`config.mk`:
```
export PLATFORM = sky130hd
export DESIGN_NAME = de4_qsys_sysid_arbiter
export DESIGN_NICKNAME = d
export VERILOG_FILES = /design/src/rtl/de4_qsys_sysid_arbiter_pkg.sv /design/src/rtl/rr_pick.sv /design/src/rtl/de4_qsys_sysid_arbiter.sv
export SDC_FILE = /design/constraint.sdc
export NUM_CORES = 1
export LEC_CHECK = 0
export ABC_AREA = 1
export BUFFER_PORTS_ARGS = -buffer_cell sky130_fd_sc_hd__buf_2
export CORE_AREA = 2 2 99 77
export CTS_BUF_LIST = sky130_fd_sc_hd__clkbuf_4
export CTS_CLUSTER_SIZE = 40
export DETAILED_ROUTE_END_ITERATION = 12
export DIE_AREA = 0 0 101 79
export GPL_TIMING_DRIVEN = 0
export PLACE_DENSITY = 0.53
export SLEW_MARGIN = 30
export SYNTH_ARGS = -nofsm -noshare
export SYNTH_HDL_FRONTEND = slang
export SYNTH_HIERARCHICAL = 1
export SYNTH_SLANG_ARGS = --single-unit
```
`constraint.sdc`:
```
create_clock -name clock -period 1.9 [get_ports clock]
set_input_delay 0 -clock clock [delete_from_list [all_inputs] [get_ports clock]]
set_output_delay 0 -clock clock [all_outputs]
set_load 0.03 [all_outputs]
```
`src/rtl/de4_qsys_sysid_arbiter_pkg.sv`:
```
// -----------------------------------------------------------------------------
// de4_qsys_sysid_arbiter_pkg
//
// Shared defaults for the sysid read arbiter and a helper that sizes the
// round-robin pointer / winner index.
//
// Contents:
//   DEF_N_MASTERS  default number of requesting masters
//   DEF_DATA_W     default readdata width
//   DEF_ADDR_W     default word address width of the shared slave
//   idx_width()    bits needed to hold a master index, clog2(n)
// -----------------------------------------------------------------------------
package de4_qsys_sysid_arbiter_pkg;

    localparam int unsigned DEF_N_MASTERS = 4;
    localparam int unsigned DEF_DATA_W    = 32;
    localparam int unsigned DEF_ADDR_W    = 1;

    // Never return 0: a 1-bit index is still needed for the degenerate case.
    function automatic int unsigned idx_width(input int unsigned n);
        if (n <= 2) begin
            return 1;
        end
        return $clog2(n);
    endfunction

endpackage

```
`src/rtl/rr_pick.sv`:
```
// -----------------------------------------------------------------------------
// rr_pick
//
// Purely combinational round-robin selector. The search starts at ptr+1
// (mod N) and walks the request vector once; the first requester found wins.
//
// Ports:
//   req    in   N bits      request vector
//   ptr    in   IDX_W bits  index of the most recent winner
//   grant  out  N bits      one-hot grant, zero when no request
//   idx    out  IDX_W bits  binary index of the winner (0 when none)
//   any    out  1 bit       a winner exists
// -----------------------------------------------------------------------------
module rr_pick
    import de4_qsys_sysid_arbiter_pkg::*;
#(
    parameter int unsigned N     = DEF_N_MASTERS,
    parameter int unsigned IDX_W = idx_width(DEF_N_MASTERS)
) (
    input  logic [N-1:0]     req,
    input  logic [IDX_W-1:0] ptr,
    output logic [N-1:0]     grant,
    output logic [IDX_W-1:0] idx,
    output logic             any
);

    logic [IDX_W-1:0] cand;

    always_comb begin
        grant = '0;
        idx   = '0;
        any   = 1'b0;
        cand  = '0;
        // k = N revisits ptr itself last, so a lone requester at ptr still wins.
        for (int k = 1; k <= int'(N); k++) begin
            cand = IDX_W'((int'(ptr) + k) % int'(N));
            if (!any && req[cand]) begin
                any         = 1'b1;
                grant[cand] = 1'b1;
                idx         = cand;
            end
        end
    end

endmodule

```
`src/rtl/de4_qsys_sysid_arbiter.sv`:
```
// -----------------------------------------------------------------------------
// de4_qsys_sysid_arbiter
//
// Round-robin arbiter letting N_MASTERS Avalon-MM read masters share one
// zero-wait-state combinational register slave (e.g. a system ID block).
// One read is accepted per cycle; its data returns exactly one cycle later
// on the shared m_readdata bus, qualified by a one-hot m_readdatavalid.
//
// Ports:
//   clock            in   sole clock, rising edge
//   reset            in   synchronous active-high reset
//   m_read           in   [N_MASTERS]          per-master read request
//   m_address        in   [N_MASTERS*ADDR_W]   per-master word address (slice i)
//   m_waitrequest    out  [N_MASTERS]          per-master stall
//   m_readdatavalid  out  [N_MASTERS]          per-master response strobe
//   m_readdata       out  [DATA_W]             shared response data
//   s_read           out  read strobe to the slave
//   s_address        out  [ADDR_W]             address to the slave
//   s_readdata       in   [DATA_W]             slave read data (same cycle)
// -----------------------------------------------------------------------------
module de4_qsys_sysid_arbiter
    import de4_qsys_sysid_arbiter_pkg::*;
#(
    parameter int unsigned N_MASTERS = DEF_N_MASTERS,
    parameter int unsigned DATA_W    = DEF_DATA_W,
    parameter int unsigned ADDR_W    = DEF_ADDR_W
) (
    input  logic                          clock,
    input  logic                          reset,
    input  logic [N_MASTERS-1:0]          m_read,
    input  logic [N_MASTERS*ADDR_W-1:0]   m_address,
    output logic [N_MASTERS-1:0]          m_waitrequest,
    output logic [N_MASTERS-1:0]          m_readdatavalid,
    output logic [DATA_W-1:0]             m_readdata,
    output logic                          s_read,
    output logic [ADDR_W-1:0]             s_address,
    input  logic [DATA_W-1:0]             s_readdata
);

    localparam int unsigned IDX_W = idx_width(N_MASTERS);
    localparam logic [IDX_W-1:0] PTR_RESET = IDX_W'(N_MASTERS - 1);

    logic [IDX_W-1:0]     ptr_q, ptr_d;
    logic [N_MASTERS-1:0] valid_q, valid_d;
    logic [DATA_W-1:0]    rdata_q, rdata_d;

    logic [N_MASTERS-1:0] req;
    logic [N_MASTERS-1:0] grant;
    logic [IDX_W-1:0]     win_idx;
    logic                 win_any;

    // No grant can be issued while reset is held.
    assign req = reset ? '0 : m_read;

    rr_pick #(
        .N     (N_MASTERS),
        .IDX_W (IDX_W)
    ) u_rr_pick (
        .req   (req),
        .ptr   (ptr_q),
        .grant (grant),
        .idx   (win_idx),
        .any   (win_any)
    );

    // Slave-side request and master-side stall.
    always_comb begin
        s_read        = win_any;
        s_address     = '0;
        m_waitrequest = m_read & ~grant;
        // One-hot AND-OR mux; stays zero when nobody is granted.
        for (int i = 0; i < int'(N_MASTERS); i++) begin
            if (grant[i]) begin
                s_address = s_address | m_address[i*ADDR_W +: ADDR_W];
            end
        end
    end

    // Next state: ptr tracks the last winner, data is captured only on accept
    // so m_readdata holds between responses.
    always_comb begin
        ptr_d   = ptr_q;
        rdata_d = rdata_q;
        valid_d = grant;
        if (win_any) begin
            ptr_d   = win_idx;
            rdata_d = s_readdata;
        end
    end

    always_ff @(posedge clock) begin
        if (reset) begin
            ptr_q   <= PTR_RESET;
            valid_q <= '0;
            rdata_q <= '0;
        end else begin
            ptr_q   <= ptr_d;
            valid_q <= valid_d;
            rdata_q <= rdata_d;
        end
    end

    // Response outputs are forced quiet during reset, which also kills a
    // response that was already registered when reset arrived.
    always_comb begin
        m_readdatavalid = reset ? '0 : valid_q;
        m_readdata      = reset ? '0 : rdata_q;
    end

    grant_onehot_a : assert property (@(posedge clock) $onehot0(grant));
    valid_onehot_a : assert property (@(posedge clock) $onehot0(m_readdatavalid));
    sread_match_a  : assert property (@(posedge clock) s_read == (grant != '0));

endmodule

```
==> impl_metrics.json <==
{
  "critPathSlowestCell": "sky130_fd_sc_hd__dfxtp_4",
  "final.period_utilization": 1.07,
  "path_cells": "inv_8, ha_4, nand3_4, buf_4, a21boi_0, a21oi_1, nand3_2, nand2_1, nand2_1, inv_1, nand2_1, buf_6",
  "dieHeight_um": 79,
  "gr-total-overflow": 0,
  "grt_pass1_vias": 2544,
  "synth.cell_area_um2": 2320,
  "flow.area_growth_from_synthesis_pct": 54.4,
  "power_density_nw_per_um2": 1490,
  "regToRegSetupSlack_ns": -0.06,
  "setup-tns-final_ns": -0.310,
  "synth.ff_latch_count": 38,
  "antenna-diode-count": 0,
  "seq_area_frac_synth": 0.328,
  "hp-class": "in -> reg",
  "clockRootBuffer": "sky130_fd_sc_hd__clkbuf_4",
  "slew_headroom": 0.834,
  "post_synthesis_cell_count": 396,
  "ys_types": 22,
  "drt_pre_antenna_iters": 4,
  "critPathRequiredTime_ns": 1.90,
  "final_nets": 588,
  "final-setup-viol-count": 4,
  "initial_utilization": 0.327,
  "numClockSinks": 38,
  "drtAntennaViolNets": 0,
  "layout_min_cycle_time_ns": 2.02,
  "cell_with_the_most_instances_after_synthesis": "sky130_fd_sc_hd__nor2_1",
  "place.port_buffers": 82,
  "die_w_um": 101,
  "hold_crit_endpoint": "rdata_q[26]",
  "io-pin-count": 84,
  "drt_iter0_drc": 78,
  "status": "complete, but fails checks",
  "synth_commonest_cells": "sky130_fd_sc_hd__nor2_1, sky130_fd_sc_hd__nand2_1, sky130_fd_sc_hd__inv_1",
  "design_area_um2": 3580,
  "crit_path_max_incr_delay_ns": 0.40,
  "dominantRegCellSynth": "sky130_fd_sc_hd__dfxtp_1",
  "hpwlAfterDp_mm": 4.61,
  "drt_drc_violations_left": 0,
  "vdd.ir_drop.worst_mv": 0.724,
  "worst_pin_slew_ns": 0.248,
  "synth_top_cells_by_area": "sky130_fd_sc_hd__dfxtp_1, sky130_fd_sc_hd__nor2_1, sky130_fd_sc_hd__nand2_1",
  "placed_cell_area_um2": 2860,
  "via_per_inst": 4.25,
  "finalPower_mw": 5.33,
  "detailedPlace.worstSlack_ns": -0.268,
  "largest_area_contributor_in_the_netlist": "sky130_fd_sc_hd__dfxtp_1",
  "timing.critical_path.from_type": "flip-flop",
  "number_of_antenna_violations_at_the_first_check_in_global_routing": 0,
  "finClkSkew_ns": 0.0106,
  "grt_first_pass_wirelength_mm": 11.4,
  "min_path_cells": 4,
  "finalCoreUtilization": 0.505,
  "layout-drive-gt1-share": 0.315,
  "synthesis_warnings": 6,
  "crit_arrival_ns": 2.02,
  "max_cap_violations": 0,
  "h_tree_lvl_count": 2,
  "largest_net_degree_at_the_start_of_global_routing": 12,
  "synth_edf_count": 0,
  "cts-root-to-sink-buffers": 2,
  "worst_r2r_startpoint": "ptr_q[0]",
  "rsz_0062_raised_after_global_routing": "yes",
  "hold_path_startpoint": "reset",
  "fp.dieArea_um2": 7980,
  "failing_checks": "negative setup slack",
  "cts_tree": "yes",
  "setup_ws_ns": -0.124,
  "reg2regPathDepth": 13,
  "wl_mm": 7.02,
  "cellLeakagePower_nw": 2.10,
  "drt-wirelength-per-cell_um": 11.2,
  "setup.worst_path.end_class": "primary output",
  "worst_setup_hold_path_clk_slew_ns": 0.12,
  "synth-async-reset-ratio": 0,
  "core-area_um2": 7090,
  "finalHoldViolCount": 0,
  "standard_cell_row_count": 27,
  "tritoncts.num_buffers": 5,
  "yosysTopAreaCellShare": 0.328,
  "path_class": "reg -> out",
  "timing.critical_path.fanout_max": 6,
  "dr_total_vias": 2663,
  "fmax_mhz": 494,
  "synthesis.nets": 446,
  "cpMostUsedCell": "sky130_fd_sc_hd__nand2_1",
  "place.gp.congestion": 0.851,
  "grtUsageTotal": 0.177,
  "avgSynthCellArea_um2": 5.86,
  "reg2reg_to": "valid_q[0]",
  "timing_max_transition_violations_final": 0,
  "clkLatencyLatePin_ns": 0.33
}
## critical path, delay by kind of cell, from the launching register on
| family | cells | cell delay (ns) |
|---|---|---|
| simple gates | 5 | 0.38 |
| compound gates | 2 | 0.25 |
| buf+inv | 4 | 0.37 |
| flops | 1 | 0.40 |
| fa+ha+maj | 1 | 0.30 |
## state kept, by name, summed over array words and instances, names as in the netlist
signal	count
ptr_q	2
rdata_q	32
valid_q	4
## metrics by stage
stage	instances	hold WS [ns]
finish	626	0.0785
global route	626	0.101
CTS	622	0.0812
detailed placement	565	0.289
global placement	565	0.282
floorplan	396	0.169
## worst max path at each step
stage                        start          to  slack (ns)  depth (start not counted)
final                     ptr_q[0]   s_address       -0.12                         12
after global routing      ptr_q[0]   s_address       -0.22                         13
after CTS                 ptr_q[0]   s_address       -0.12                         13
after detailed placement  ptr_q[1]   s_address       -0.27                         13
after global placement    ptr_q[1]   s_address       -0.25                         13
after floorplan           ptr_q[0]  rdata_q[0]      -0.005                         10
## logic make-up (layout without fill, tap and decap cells)
group | count (synthesis) | count (layout) | synth area share
AOI/OAI and AO/OA | 10 | 10 | 0.0280
adders and majority gates | 8 | 8 | 0.0431
buffers and inverters | 104 | 247 | 0.184
DFF | 38 | 38 | 0.328
and+or+nand+nor | 236 | 236 | 0.417
## layer usage
layer  part of all wire  global-route usage
met1               0.47               0.232
met2               0.46               0.303
met4             0.0087              0.0378
met3              0.052              0.0361
met5                  0                   0
## layout by cell type (no fill, tap or decap), drive strengths merged
master / instances
a21boi: 4
a21oi: 5
a31oi: 1
buf: 116
clkbuf: 7
clkinv: 2
dfxtp: 38
dlygate4sd3: 33
ha: 8
inv: 89
nand2: 96
nand3: 17
nand4: 6
nor2: 117
## power by group
group / switching (mW) / total, mW / internal (mW)
logic: 2.18 / 3.65 / 1.46
registers: 0.162 / 1.25 / 1.09
clock network: 0.270 / 0.424 / 0.154
## repair_timing
action / 4_1_cts / 5_1_grt
pin swaps: 14 / 13
endpoints found under the hold margin: 35 / 0
gates cloned: 0 / 0
setup buffers: 16 / 5
endpoints found under the setup margin: 21 / 41
gates resized for setup: 28 / 30
hold buffers: 33 / 0
## final cells by class
cell class                      count  area (um^2)
Multi-Input combinational cell    254         1280
Sequential cell                    38          768
Buffer                             15          105
Fill cell                         772         3510
Clock inverter                      2         8.76
Inverter                           89          352
Tap cell                           87          109
Timing Repair Buffer              135          921
Clock buffer                        6         45.0
Note: power is estimated with default switching activity, not from simulation.
